### config.mk
export PLATFORM = sky130hd
export DESIGN_NAME = eth_tx_frame_builder
export DESIGN_NICKNAME = d
export VERILOG_FILES = /design/src/rtl/eth_tx_frame_builder.sv
export SDC_FILE = /design/constraint.sdc
export NUM_CORES = 1
export LEC_CHECK = 0
export BUFFER_PORTS_ARGS = -buffer_cell sky130_fd_sc_hd__buf_2
export CAP_MARGIN = 20
export CORE_MARGIN = 2
export CORE_UTILIZATION = 50
export DETAILED_ROUTE_END_ITERATION = 8
export GPL_ROUTABILITY_DRIVEN = 0
export HOLD_SLACK_MARGIN = 0.1
export PLACE_DENSITY = 0.79
export SYNTH_ARGS = -nofsm -noshare
export SYNTH_HDL_FRONTEND = slang
export SYNTH_SLANG_ARGS = --single-unit
### constraint.sdc
create_clock -name clk_125mhz -period 3.8 [get_ports clk_125mhz]
set_clock_uncertainty 0.2 [all_clocks]
set_input_delay 0.19 -clock clk_125mhz [delete_from_list [all_inputs] [get_ports clk_125mhz]]
set_output_delay 0.19 -clock clk_125mhz [all_outputs]
set_load 0.05 [all_outputs]
### src/rtl/eth_tx_frame_builder.sv
// Ethernet II transmit framer: serialises dst/src MAC, optional 802.1Q tag and
// EtherType, then passes the payload through to the MAC. Optional tag: ETH_TX_VLAN_EN.
module eth_tx_frame_builder #(
  parameter int MAX_FRAMES_W = 16
) (
  input  logic                    clk_125mhz,
  input  logic                    rst_n,
  input  logic [47:0]             hdr_dst_mac,
  input  logic [47:0]             hdr_src_mac,
  input  logic [15:0]             hdr_ethertype,
  input  logic [15:0]             hdr_vlan_tci,
  input  logic                    hdr_valid,
  output logic                    hdr_ready,
  input  logic [7:0]              s_axis_tdata,
  input  logic                    s_axis_tvalid,
  input  logic                    s_axis_tlast,
  input  logic                    s_axis_tuser,
  output logic                    s_axis_tready,
  output logic [7:0]              m_axis_tdata,
  output logic                    m_axis_tvalid,
  output logic                    m_axis_tlast,
  output logic                    m_axis_tuser,
  input  logic                    m_axis_tready,
  output logic                    busy,
  output logic [MAX_FRAMES_W-1:0] frame_count
);

  // Handshakes: a beat moves on a rising edge where valid and ready are both
  // high; a source holds valid and data stable until that edge.

`ifdef ETH_TX_VLAN_EN
  localparam int HLEN = 18;
`else
  localparam int HLEN = 14;
`endif
  localparam int         HBITS    = HLEN * 8;
  localparam logic [4:0] LAST_IDX = 5'(HLEN - 1);

  typedef enum logic [1:0] {
    ST_IDLE    = 2'd0,
    ST_HDR     = 2'd1,
    ST_PAYLOAD = 2'd2
  } state_t;

  state_t                  state;
  logic [4:0]              idx;
  logic [HBITS-1:0]        hdr_q;
  logic [HBITS-1:0]        hdr_in;
  logic [7:0]              hdr_byte_q;
  logic                    hdr_ready_q;
  logic                    busy_q;
  logic [MAX_FRAMES_W-1:0] count_q;
  logic                    tlast_accept;

  // Header bytes packed in wire order, first byte in the top bits.
`ifdef ETH_TX_VLAN_EN
  assign hdr_in = {hdr_dst_mac, hdr_src_mac, 16'h8100, hdr_vlan_tci, hdr_ethertype};
`else
  logic unused_tci;
  assign unused_tci = ^hdr_vlan_tci;
  assign hdr_in     = {hdr_dst_mac, hdr_src_mac, hdr_ethertype};
`endif

  function automatic logic [7:0] byte_at(input logic [HBITS-1:0] v, input logic [4:0] i);
    logic [HBITS-1:0] sh;
    sh = v << {i, 3'b000};
    return sh[HBITS-1 -: 8];
  endfunction

  assign tlast_accept = (state == ST_PAYLOAD) && s_axis_tvalid && s_axis_tlast && m_axis_tready;

  always_ff @(posedge clk_125mhz or negedge rst_n) begin
    if (!rst_n) begin
      state       <= ST_IDLE;
      idx         <= '0;
      hdr_q       <= '0;
      hdr_byte_q  <= '0;
      hdr_ready_q <= 1'b1;
      busy_q      <= 1'b0;
    end else begin
      case (state)
        ST_IDLE: begin
          if (hdr_valid && hdr_ready_q) begin
            hdr_q       <= hdr_in;
            idx         <= '0;
            // First byte comes straight from the ports: hdr_q is not loaded yet.
            hdr_byte_q  <= byte_at(hdr_in, 5'd0);
            hdr_ready_q <= 1'b0;
            busy_q      <= 1'b1;
            state       <= ST_HDR;
          end
        end
        ST_HDR: begin
          if (m_axis_tready) begin
            if (idx == LAST_IDX) begin
              idx   <= '0;
              state <= ST_PAYLOAD;
            end else begin
              idx        <= idx + 5'd1;
              hdr_byte_q <= byte_at(hdr_q, idx + 5'd1);
            end
          end
        end
        ST_PAYLOAD: begin
          if (tlast_accept) begin
            hdr_ready_q <= 1'b1;
            busy_q      <= 1'b0;
            state       <= ST_IDLE;
          end
        end
        default: begin
          hdr_ready_q <= 1'b1;
          busy_q      <= 1'b0;
          state       <= ST_IDLE;
        end
      endcase
    end
  end

  // Counts every completed frame, bad-frame flag or not; wraps naturally.
  always_ff @(posedge clk_125mhz or negedge rst_n) begin
    if (!rst_n) begin
      count_q <= '0;
    end else if (tlast_accept) begin
      count_q <= count_q + 1'b1;
    end
  end

  always_comb begin
    m_axis_tdata  = 8'h00;
    m_axis_tvalid = 1'b0;
    m_axis_tlast  = 1'b0;
    m_axis_tuser  = 1'b0;
    s_axis_tready = 1'b0;
    case (state)
      ST_HDR: begin
        m_axis_tdata  = hdr_byte_q;
        m_axis_tvalid = 1'b1;
      end
      ST_PAYLOAD: begin
        m_axis_tdata  = s_axis_tdata;
        m_axis_tvalid = s_axis_tvalid;
        m_axis_tlast  = s_axis_tlast;
        m_axis_tuser  = s_axis_tuser;
        s_axis_tready = m_axis_tready;
      end
      default: begin
      end
    endcase
  end

  assign hdr_ready   = hdr_ready_q;
  assign busy        = busy_q;
  assign frame_count = count_q;

endmodule

Word level (Yosys, flattened, before mapping)
Index checks and enable logic that the tools add are counted.
- add/subtract/negate cells: 2
- eq/ne operators: 8
- shift-type cells: 1
- multiplexer cells: 24
- bitwise gates (word level): 1
- reductions and logical operators: 11
- operators by type and width (kind ; count):
    $shl A112 B8 Y112 ; 1
    $pmux W8 S2 ; 2
    $mux W8 ; 3
    $add A16 B1 Y16 const B ; 1
    $mux W5 ; 3
    $ne A2 B2 Y1 const B ; 5
    $pmux W5 S2 ; 1
    $mux W2 ; 4
    $reduce_and A4 Y1 ; 2
    $mux W1 ; 7
    $pmux W1 S3 ; 2
    $pmux W2 S3 ; 1
    $reduce_and A3 Y1 ; 2
    $add A5 B1 Y5 const B ; 1
    $eq A5 B4 Y1 const B ; 1
    $logic_and A1 B1 Y1 ; 4
    $eq A2 B1 Y1 const B ; 1
    $eq A2 B2 Y1 const B ; 1
    $logic_not A2 Y1 ; 1
    $pmux W1 S2 ; 1
    $reduce_and A2 Y1 ; 1
    $reduce_bool A2 Y1 ; 1
    $not A1 Y1 ; 1
- bits in registers: 145
- input bits: 143
- output and inout bits: 30
- word-level logic and storage cells: 54

Depth between registers and ports, before layout
- word-level depth: 6
- gate-level depth with buffers: 8
- gate-level depth less buffers: 6

Worst setup path before layout
No wires, ideal clock.
- kind: register to output
- start: reg state[1]
- end: out m_axis_tdata[2]
- arrival time: 1841 ps
- required time: 3410 ps
- path slack: 1569 ps
- cell stages (with the launch flop): 6
- buffers on the path: 1
- cells stage by stage: dfrtp_1 > inv_1 > ha_1 > clkbuf_1 > a22oi_1 > nor2b_1
- cells in the longest elaborated chain, start to end: 2
- elaborated cells between the ends (all ways): 3
- classes of those cells: eq/ne: 2; mux: 1
- ends and longest elaborated chain (what ; RTL line ; RTL):
    start, declared ; 45 ; state_t state;
    start signal, assigned ; 74 ; state <= ST_IDLE;
    start signal, assigned ; 90 ; state <= ST_HDR;
    start signal, assigned ; 97 ; state <= ST_PAYLOAD;
    $eq A2 B2 Y1 or $eq A2 B1 Y1 (tied branches) ; 135 ; case (state)
    $pmux W8 S2 (*) ; 135 ;
    end, declared ; 19 ; output logic [7:0] m_axis_tdata,
Every way passes the cells marked *; elsewhere a longest branch is shown, timed or not.

Final worst setup path
- start: reg idx[0]
- end: reg hdr_byte_q[7]
- cells in the longest elaborated chain, start to end: 5
- elaborated cells between the ends (all ways): 8
- classes of those cells: add/sub: 1; eq/ne: 2; shift: 1; mux: 3; reduce/logical: 1
- ends and longest elaborated chain (what ; RTL line ; RTL):
    start, declared ; 46 ; logic [4:0] idx;
    start signal, assigned ; 99 ; idx <= idx + 5'd1;
    $add A5 B1 Y5 ; 100 ; hdr_byte_q <= byte_at(hdr_q, idx + 5'd1);
    $shl A112 B8 Y112 ; 66 ; sh = v << {i, 3'b000};
    $mux W8 ; 95 ; if (idx == LAST_IDX) begin
    $mux W8 ; 94 ; if (m_axis_tready) begin
    $pmux W8 S2 ; 81 ; case (state)
    end signal, assigned ; 87 ; hdr_byte_q <= byte_at(hdr_in, 5'd0);
    end signal, assigned ; 100 ;
    end, declared ; 49 ; logic [7:0] hdr_byte_q;
Several ways; a longest one is shown, not always the timed one. The select of a mux whose other input is x is not followed.
A chain may end at the register's enable or synchronous reset.

==> key figures <==
Outcome
  • Status: completed

Worst setup path
  • Arrival time worst endpoint: 3.40 ns
  • R2r setup slk: ~0.5 ns
  • Most common cell on crit path: buf_4
  • CP Cell Sequence: buf_4 -> ha_2 -> buf_4 -> nor3_1 -> mux2i_1 -> a41oi_1 -> o311ai_1
  • Bufs and invs on worst path: 2
  • Crit Reg-Reg Startpoint: idx[0]
  • Crit path launch type: flop
  • Crit path max fanout: between 70 and 80
  • Required @ worst endpoint: about 3.9 ns
  • Crit path max-delay family: buffers and inverters
  • Slowest cell delay on critical path: 0.68 ns
  • Crit. End Element: flop
  • Reg-to-Reg End: hdr_byte_q[7]
  • FF-to-FF path depth: 7
  • Setup Crit Path Kind: flop to flop
  • Slowest CP cell: buf_4

Layout
  • Multi-input gate area: about 3400 sq um
  • Util after Layout: 0.714
  • Final net count: 984
  • Share of layout cells above drive strength 1: 0.401
  • Number of fillers in the final layout: 961
  • Area Overhead vs Synth: 38.5%
  • Register area: 3630 sq um

Detailed routing
  • Routed WL: 19.3 mm
  • WL/cell: 18.7 um
  • # DRC: 0
  • 1st-pass router iterations: 5
  • DR iter-0 viols: 285
  • DRT antenna net count: 0
  • Via count: 5653
  • Mean number of vias per cell: 5.50

Power
  • Power share of the clock group: 0.227
  • Sw Share: 0.354
  • Seq pwr share: 0.336
  • Net Sw Power: 0.00283 W
  • Leakage: 4.58 nW
  • Combinational fraction of design power: 0.437
  • Worst-case vdd ir drop: 0.464 mV
  • Cell Pwr Density: 802 nW/um^2
  • Internal: 0.00518 W

Yosys
  • Post-Syn Nets: 722
  • Compound-cell area share of the yosys netlist: 0.0406
  • Synth top area share: 0.500
  • Most frequent cell after synthesis: dfrtp_1
  • Main synth FF type: dfrtp_1
  • Synth Register Bits: 145
  • Syn Inst Count: 572
  • Mux cell area share after synthesis: 0.262
  • Adder-cell share of the synthesized area: 0.0122
  • Post-synthesis xor/xnor area fraction: 0.0241
  • Number of flops mapped to enable cells by yosys: 0
  • Ys async rst share: 1.00
  • Synth Area in Simple Gates: 0.127
  • Synth area leader: dfrtp_1
  • Library cells used by synthesis: 44
  • Synth Cell Area: 7210 sq um
  • Ys Warns: 0
  • Register area share after synthesis: 0.504
  • Synth top area cells: dfrtp_1 50%, mux2_2 20%, mux4_2 3.1%, mux2i_1 2.9%, nor3b_1 2.9%
  • Post-synth top cells: 144 x dfrtp_1, 126 x mux2_2, 28 x nor3b_1
  • Largest family of logic cells by synthesized area: multiplexers
  • Syn_area_per_cell: 12.6 sq um

Timing
  • Final setup viols: 0
  • RSZ-0062 raised after global routing: no
  • Fin. Hold Viols: 0
  • Final Max Slew Viols: 0
  • Period utilisation layout: 0.868
  • Slew HR: 0.279
  • Fin Setup TNS: 0 ns
  • Slew of the pin with the lowest slew margin: 1.08 ns
  • Post-route minimum period: 3.30 ns
  • Hold slack: 0.0628 ns
  • F_max: between 0.3 and 0.4 GHz

Placed design
  • Dpl hpwl: ~12 mm
  • PortBufs: 156

Job
  • Max_cap viols: 0

Clock tree
  • Clock slew at reported path FFs: 0.06 ns
  • CTS resizes: 0
  • CTS Root Cell: clkbuf_16
  • Clock sink count: 145
  • H-tree levels: 4
  • CTS tree: yes
  • CTS Buffer Depth: 2
  • Clock Latency Late Sink: 0.43 ns
  • CTS Buf Count: 17

Floorplan
  • Core area: approximately 14000 sq um
  • I/O pins: roughly 170
  • Row cnt: 43
  • Initial core utilization: 0.515
  • Die area: 15400 sq um
  • Die Width: 124 um
  • Die Y: about 120 um

Worst hold path
  • Worst Hold Class: input pin to async pin

GRT
  • Initial antenna violation count: 1
  • Grt ovf: 0
  • Pin count of the biggest net entering global routing: 115
  • Vias in the first global route: 5795
  • Tot GR Track Use: 0.259
  • First-pass GRT wire length: 29.6 mm
==> cell families after synthesis <==
logic type,Yosys count
simple gates,157
flops,145
buf+inv,46
fa+ha+maj,7
mux,160
compound gates,38
xor+xnor,19
==> how the worst max path moves through the flow <==
stage,slack [ns],endpoint,cells past startpoint,from
after floorplan,1.57,m_axis_tdata[2],5,state[1]
after global placement,0.70,hdr_byte_q[1],7,idx[0]
after detailed placement,0.58,hdr_byte_q[7],7,idx[0]
after CTS,0.55,hdr_byte_q[7],7,idx[0]
after global routing,0.25,hdr_byte_q[7],7,idx[0]
final,0.50,hdr_byte_q[7],7,idx[0]
==> cell usage in the layout (no fill, tap or decap), drive strengths merged, types with 4 or more instances in the layout <==
cell	count
and2	6
nand2b	10
a22oi	9
mux2i	21
nand3b	14
dlygate4sd3	118
dfrtp	144
xor2	10
nor2b	10
inv	8
ha	7
clkbuf	22
nand3	25
a41oi	7
xnor2	9
bufinv	4
and3	8
o21ai	5
nor3	18
buf	163
nand4	4
mux2	129
o311ai	8
mux4	10
clkinv	6
nand2	23
nor3b	28
nor2	6
==> stage by stage <==
step	total power [W]	cell area, sq um	std cells	setup slack, ns
floorplan	0.00522	7210	572	1.57
global placement	0.00587	8120	876	0.698
detailed placement	0.00605	8120	876	0.575
CTS	0.00798	9950	1026	0.547
global route	0.00847	9980	1028	0.247
finish	0.00801	9980	1028	0.500
==> metal layers <==
layer / share of wire / routed length, um / GRT usage / vias up
met4: 0.028 / 535 / 0.103 / 0
met5: 0 / 0 / 0 / -
li1: - / - / - / 2617
met3: 0.063 / 1210 / 0.0632 / 34
met2: 0.50 / 9600 / 0.435 / 207
met1: 0.41 / 7920 / 0.321 / 2795
==> layout make-up <==
type,instances,share of cell area
Sequential cell,145,0.364
Tap cell,180,0.0226
Inverter,8,0.00301
Antenna cell,1,0.000251
Clock buffer,22,0.0495
Multi-Input combinational cell,381,0.339
Timing Repair Buffer,281,0.207
Clock inverter,10,0.0154
==> power groups by stage <==
stage	Clock [W]	Combinational, W	Sequential [W]
3_5_place_dp	0	0.00336	0.00269
5_1_grt	0.00191	0.00378	0.00277
6_report	0.00181	0.00350	0.00269
3_3_place_gp	0	0.00323	0.00264
4_1_cts	0.00183	0.00347	0.00267
2_1_floorplan	0	0.00263	0.00259
==> sequential cells by signal, summed over array words and instances, names as in the netlist <==
register     flops
hdr_q          112
busy             1
hdr_ready        1
frame_count     16
hdr_byte_q       8
idx              5
state            2
==> repair_timing <==
item | in CTS | in global routing
hold buffers | 118 | 0
endpoints found under the hold margin | 238 | 0
buffers inserted | 0 | 0
endpoints found under the setup margin | 0 | 0
==> worst reg2reg max path, cell delays in order (launching register included) <==
cell and delay, ns:
dfrtp_2 0.36, buf_4 0.68, ha_2 0.58, buf_4 0.42, nor3_1 0.13, mux2i_1 0.31
a41oi_1 0.18, o311ai_1 0.32
No activity file was read; power rests on OpenSTA's default activity.
